**src/rtl/resize_scale_scheduler.sv**
```systemverilog
`default_nettype none
// ==========================================================================
// resize_scale_scheduler: pyramid-level sequencer emitting NN-resize coords
// Revision 1.0
// ==========================================================================
module resize_scale_scheduler #(
  parameter int DATA_WIDTH_12                = 12,
  parameter int FRAME_ORIGINAL_CAMERA_WIDTH  = 320,
  parameter int FRAME_ORIGINAL_CAMERA_HEIGHT = 240,
  parameter int NUM_LEVELS                   = 8,
  parameter int SCALE_Q8                     = 205,
  parameter int INV_SCALE_Q8                 = 320,
  parameter int MIN_WINDOW                   = 24
) (
  input  logic                     clk,
  input  logic                     reset,
  input  logic                     i_start,
  input  logic                     i_ready,
  output logic                     o_valid,
  output logic [DATA_WIDTH_12-1:0] o_src_x,
  output logic [DATA_WIDTH_12-1:0] o_src_y,
  output logic [DATA_WIDTH_12-1:0] o_resize_x,
  output logic [DATA_WIDTH_12-1:0] o_resize_y,
  output logic [3:0]               o_level,
  output logic [DATA_WIDTH_12-1:0] o_level_w,
  output logic [DATA_WIDTH_12-1:0] o_level_h,
  output logic                     o_level_start,
  output logic                     o_frame_done,
  output logic                     o_busy
);
  localparam int W = DATA_WIDTH_12;
  localparam logic [W-1:0] ORI_W      = W'(FRAME_ORIGINAL_CAMERA_WIDTH);
  localparam logic [W-1:0] ORI_H      = W'(FRAME_ORIGINAL_CAMERA_HEIGHT);
  localparam logic [W-1:0] ORI_W_M1   = ORI_W - W'(1);
  localparam logic [W-1:0] ORI_H_M1   = ORI_H - W'(1);
  localparam logic [W-1:0] MIN_WIN    = W'(MIN_WINDOW);
  localparam logic [3:0]   LAST_LEVEL = 4'(NUM_LEVELS - 1);
  localparam logic [7:0]   SCALE      = 8'(SCALE_Q8);
  localparam logic [15:0]  INV        = 16'(INV_SCALE_Q8);
  localparam logic [23:0]  RATIO_ONE  = 24'h010000;

  typedef enum logic [2:0] {
    S_IDLE       = 3'd0,
    S_LEVEL_INIT = 3'd1,
    S_SCAN       = 3'd2,
    S_LEVEL_END  = 3'd3,
    S_DONE       = 3'd4
  } state_t;

  state_t       state;
  logic [W-1:0] w;
  logic [W-1:0] h;
  logic [23:0]  ratio;
  logic [27:0]  acc_x;
  logic [27:0]  acc_y;

  logic [W+7:0] w_prod;
  logic [W+7:0] h_prod;
  logic [W-1:0] w_next;
  logic [W-1:0] h_next;
  logic [39:0]  ratio_prod;
  logic [31:0]  ratio_shr;
  logic [23:0]  ratio_next;
  logic [27:0]  acc_x_inc;
  logic [27:0]  acc_y_inc;
  logic         x_more;
  logic         y_more;
  logic         too_small;
  logic         last_level;

  function automatic logic [W-1:0] sat(input logic [11:0] v, input logic [W-1:0] lim);
    sat = (W'(v) > lim) ? lim : W'(v);
  endfunction

  assign w_prod     = {8'd0, w} * {{W{1'b0}}, SCALE};
  assign h_prod     = {8'd0, h} * {{W{1'b0}}, SCALE};
  assign w_next     = W'(w_prod >> 8);
  assign h_next     = W'(h_prod >> 8);
  assign ratio_prod = {16'd0, ratio} * {24'd0, INV};
  assign ratio_shr  = 32'(ratio_prod >> 8);
  // Ratio saturates instead of wrapping so deep levels never alias to small steps
  assign ratio_next = (|ratio_shr[31:24]) ? 24'hFFFFFF : ratio_shr[23:0];
  assign acc_x_inc  = acc_x + {4'd0, ratio};
  assign acc_y_inc  = acc_y + {4'd0, ratio};
  assign x_more     = o_resize_x < (w - W'(1));
  assign y_more     = o_resize_y < (h - W'(1));
  assign too_small  = (w < MIN_WIN) || (h < MIN_WIN);
  assign last_level = (o_level == LAST_LEVEL);

  always_ff @(posedge clk) begin
    if (reset) begin
      state         <= S_IDLE;
      w             <= ORI_W;
      h             <= ORI_H;
      ratio         <= RATIO_ONE;
      acc_x         <= '0;
      acc_y         <= '0;
      o_valid       <= 1'b0;
      o_src_x       <= '0;
      o_src_y       <= '0;
      o_resize_x    <= '0;
      o_resize_y    <= '0;
      o_level       <= '0;
      o_level_w     <= '0;
      o_level_h     <= '0;
      o_level_start <= 1'b0;
      o_frame_done  <= 1'b0;
      o_busy        <= 1'b0;
    end else begin
      o_level_start <= 1'b0;
      o_frame_done  <= 1'b0;
      case (state)
        S_IDLE: begin
          if (i_start) begin
            w         <= ORI_W;
            h         <= ORI_H;
            ratio     <= RATIO_ONE;
            o_level   <= '0;
            o_level_w <= ORI_W;
            o_level_h <= ORI_H;
            o_busy    <= 1'b1;
            state     <= S_LEVEL_INIT;
          end
        end
        S_LEVEL_INIT: begin
          if (too_small) begin
            o_frame_done <= 1'b1;
            state        <= S_DONE;
          end else begin
            acc_x         <= '0;
            acc_y         <= '0;
            o_resize_x    <= '0;
            o_resize_y    <= '0;
            o_src_x       <= '0;
            o_src_y       <= '0;
            o_valid       <= 1'b1;
            o_level_start <= 1'b1;
            state         <= S_SCAN;
          end
        end
        S_SCAN: begin
          // o_valid is always high here, so i_ready alone marks a handshake
          if (i_ready) begin
            if (x_more) begin
              o_resize_x <= o_resize_x + W'(1);
              acc_x      <= acc_x_inc;
              o_src_x    <= sat(acc_x_inc[27:16], ORI_W_M1);
            end else begin
              o_resize_x <= '0;
              acc_x      <= '0;
              o_src_x    <= '0;
              if (y_more) begin
                o_resize_y <= o_resize_y + W'(1);
                acc_y      <= acc_y_inc;
                o_src_y    <= sat(acc_y_inc[27:16], ORI_H_M1);
              end else begin
                o_valid <= 1'b0;
                state   <= S_LEVEL_END;
              end
            end
          end
        end
        S_LEVEL_END: begin
          if (last_level) begin
            o_frame_done <= 1'b1;
            state        <= S_DONE;
          end else begin
            w         <= w_next;
            h         <= h_next;
            ratio     <= ratio_next;
            o_level   <= o_level + 4'd1;
            o_level_w <= w_next;
            o_level_h <= h_next;
            state     <= S_LEVEL_INIT;
          end
        end
        S_DONE: begin
          o_busy <= 1'b0;
          state  <= S_IDLE;
        end
        default: begin
          o_valid <= 1'b0;
          o_busy  <= 1'b0;
          state   <= S_IDLE;
        end
      endcase
    end
  end
endmodule
`default_nettype wire
```
**config.mk**
```make
export PLATFORM = sky130hd
export DESIGN_NAME = resize_scale_scheduler
export DESIGN_NICKNAME = d
export VERILOG_FILES = /design/src/rtl/resize_scale_scheduler.sv
export SDC_FILE = /design/constraint.sdc
export NUM_CORES = 1
export LEC_CHECK = 0
export ABC_AREA = 1
export CAP_MARGIN = 0
export CORE_AREA = 2 2 223 225
export CTS_CLUSTER_SIZE = 28
export DETAILED_ROUTE_END_ITERATION = 6
export DIE_AREA = 0 0 225 227
export PLACE_DENSITY = 0.56
export REMOVE_ABC_BUFFERS = 1
export SYNTH_ARGS = -nofsm -noshare
export SYNTH_HDL_FRONTEND = slang
export SYNTH_SLANG_ARGS = --single-unit
```
**constraint.sdc**
```tcl
create_clock -name clk -period 8.2 [get_ports clk]
set_clock_uncertainty 0.05 [all_clocks]
set_input_delay 1.23 -clock clk [delete_from_list [all_inputs] [get_ports clk]]
set_output_delay 1.23 -clock clk [all_outputs]
set_load 0.005 [all_outputs]
```
==> impl_results.md <==
- Metal1 wirelength: 24,600 um
- Post-synth EDFFs: 0
- Synth Warn #: 0
- Setup crit end kind: flip-flop
- PostCTS Resize Cnt: 0
- Routed length on met3: 1980 um
- Syn-to-layout area delta: 11.2%
- Setup TNS: 0 ns
- Post-CTS Setup Bufs: 0
- Initial Util: 34.7%
- FF-to-FF setup slack: 3.32 ns
- CTS Root Cell: clkbuf_16
- Register area share after synthesis: 20.1%
- Final Hold Fails: 0
- Register-to-Register Path Depth: 17
- Area after DPL: 18,100 um^2
- Hold Startpoint: o_src_y[10]
- Setup crit end: w[8]
- WL/cell: 15.6 um
- Status: complete, no violations
- Worst reg2reg path startpoint: o_level_w[5]
- Seq. cell area: 3380 um^2
- Mapped cell area: 16,800 um^2
- Rel. slew slack: 22.9%
- Slew @ Worst Pin: 1.14 ns
- Mapped Cells: 2,525
- Crit Path Category: reg2reg
- Clock buffer depth: 2
- Maximum level of the CTS H-tree: 4
- Largest net degree at the start of global routing: 82
- Post-Route WL: 50,100 um
- Final ANT Viol Nets: 0
- Clock slew seen by the registers of the worst setup and hold paths: 0.07 ns
- Dpl hpwl: 39,800 um
- Min-Delay Path Class: reg2reg
- Setup WS pre-CTS: 3.40 ns
- Crit path max fanout: 8
- Vias in the first global route: 15,419
- Commonest non-fill, non-tap cell in the layout: nand2_1
- Fin Hold WS: 0.388 ns
- Die H: 227 um
- Via density: 4.95
- Io pins: 84
- Cell area power density: 240 nW/um^2
- Layout cell share with drive strength beyond 1: 2.36%
- Ys async rst share: 0%
- CTS tree: done
- Max-slew violations: 0
- GRT Overall Usage: 20.3%
- Metal2 WL: 22,200 um
- Delay of the slowest cell on the worst path: 0.62 ns
- Chip width: 225 um
- Leading area contributor after synthesis: dfxtp_1
- Flip-flop cell with the highest count after synthesis: dfxtp_1
- Via count: 15,850
- Clk_lat worst skew: 0.50 ns
- Clock sinks: 169
- Area contributors post-synth: dfxtp_1 (20%), ha_1 (19%), nand2_1 (16%)
- Yosys cell types: 44
- Worst path arrival time: 5.18 ns
- Tcrit/Tclk final: 59.6%
- Fillers: 5,160
- Core area: 48,500 um^2
- Hold buffer count at CTS: 0
- Peak VDD IR: 221 uV
- Crit path from: o_level_w[5]
- TritonCTS buffer count: 17
- RSZ-0062 raised after global routing: false
- Antenna violations before repair: 0
- Synth Area per Inst: 6.66 um^2
- Pleak: 0.00957 uW
- Tot Pwr: 4500 uW
- Total gr overflow: 0
- First-pass GRT wire length: 81,500 um
- Post-route cell area: 18,700 um^2
- Area of the multi-input gates: 11,600 um^2
- Rows: 81
- Worst path cell trace: inv_1, ha_1, inv_1, fa_1, inv_1, fa_1, inv_1, fa_1, inv_1, ha_1, a21oi_1, o21ai_0, a21oi_1, nand2_1, xor2_1, o21ai_0, o211ai_1
- Max-cap violation count: 0
- CP max stage cell: dfxtp_1
- Worst Setup Start Kind: flip-flop
- Most frequent cells in the layout: nand2_1 (698), inv_1 (383), ha_1 (261), a21oi_1 (235), nor2_1 (212)
- Most numerous cell on the critical path: inv_1
- Synth top area share: 20.1%
- Finish-stage setup viols: 0
- DRT Pass-1 Iters: 6
- FF+latch count, synth: 169
- Nets@finish: 2,880
- Max layer used: met4
- Die Area: 51,100 um^2
- 1st-iter DRT viols: 875
- # diodes: 0
- Post-layout worst setup margin: 3.32 ns
- Post-layout min period: 4.88 ns
- Reg2Reg Capture Point: w[8]
- PortBufs: 83
- Crit path required time: 8.49 ns
- Max Fclk: 205 MHz
- GP Congestion: 0.916
- Residual DRC: 0
[state kept, by name (all words and copies together) (netlist names), 3 cells and up]
register / cells
acc_x: 28
acc_y: 28
ratio: 24
o_level_h: 12
o_level_w: 12
o_resize_x: 12
o_resize_y: 12
o_src_x: 12
o_src_y: 12
h: 4
o_level: 4
state: 3
[worst min-delay path by stage]
stage	cells past startpoint	to
floorplan	2	o_src_x[10]
CTS	2	o_src_y[10]
detailed placement	2	o_src_y[10]
finish	2	o_src_y[10]
global placement	2	o_src_y[9]
global route	2	o_src_y[9]
[power by group]
part	switching [uW]	internal [uW]	leakage, uW
registers	72.9	869	0.00137
logic	1810	916	0.00792
clock network	387	440	0.000279
total	2270	2230	0.00957
[layer usage]
| metal | vias to the layer above | track usage, % |
|---|---|---|
| met3 | 51 | 3.95 |
| met1 | 7356 | 27.2 |
| met2 | 260 | 32.7 |
| li1 | 8183 | - |
| met5 | - | 0 |
| met4 | 0 | 6.58 |
[cell usage after synthesis, types with 10 or more instances]
cell	number
nor3_1	29
ha_1	261
a21o_1	10
clkbuf_1	25
o21ai_0	84
nor2_1	212
buf_2	17
nand4_1	29
xor2_1	73
nand3_1	128
fa_1	45
a22oi_1	13
a21oi_1	235
buf_4	22
xnor2_1	18
nand2_1	698
dfxtp_1	169
inv_1	383
[kinds of logic (layout without fill, tap and decap cells)]
family	count (synthesis)	after routing	share of synthesized area [%]
AND/OR/NAND/NOR	1124	1124	27.3
XOR/XNOR	91	91	4.74
buffers and inverters	454	512	10.7
adder cells (fa/ha/maj)	306	306	24.8
AO/OA/AOI/OAI	381	381	12.3
flip-flops	169	169	20.1
[through the flow]
stage          cells  utilization (%)
3_3_place_gp    3173             37.4
5_1_grt         3205             38.5
3_5_place_dp    3173             37.4
6_report        3205             38.5
4_1_cts         3205             38.5
2_1_floorplan   2461                -
[critical path: cells and delay by family, from the launching register on]
| family | cells | cell delay [ns] |
|---|---|---|
| buf+inv | 5 | 0.41 |
| xor+xnor | 1 | 0.15 |
| simple gates | 1 | 0.11 |
| flops | 1 | 0.62 |
| fa+ha+maj | 5 | 2.30 |
| compound gates | 5 | 1.08 |
[cell type report]
class | count | area share [%]
Inverter | 390 | 7.83
Timing Repair Buffer | 90 | 4.71
Clock buffer | 21 | 2.52
Clock inverter | 11 | 0.515
Sequential cell | 169 | 18.1
Multi-Input combinational cell | 1902 | 62.2
Tap cell | 622 | 4.16
(Power assumes the default switching activity.)
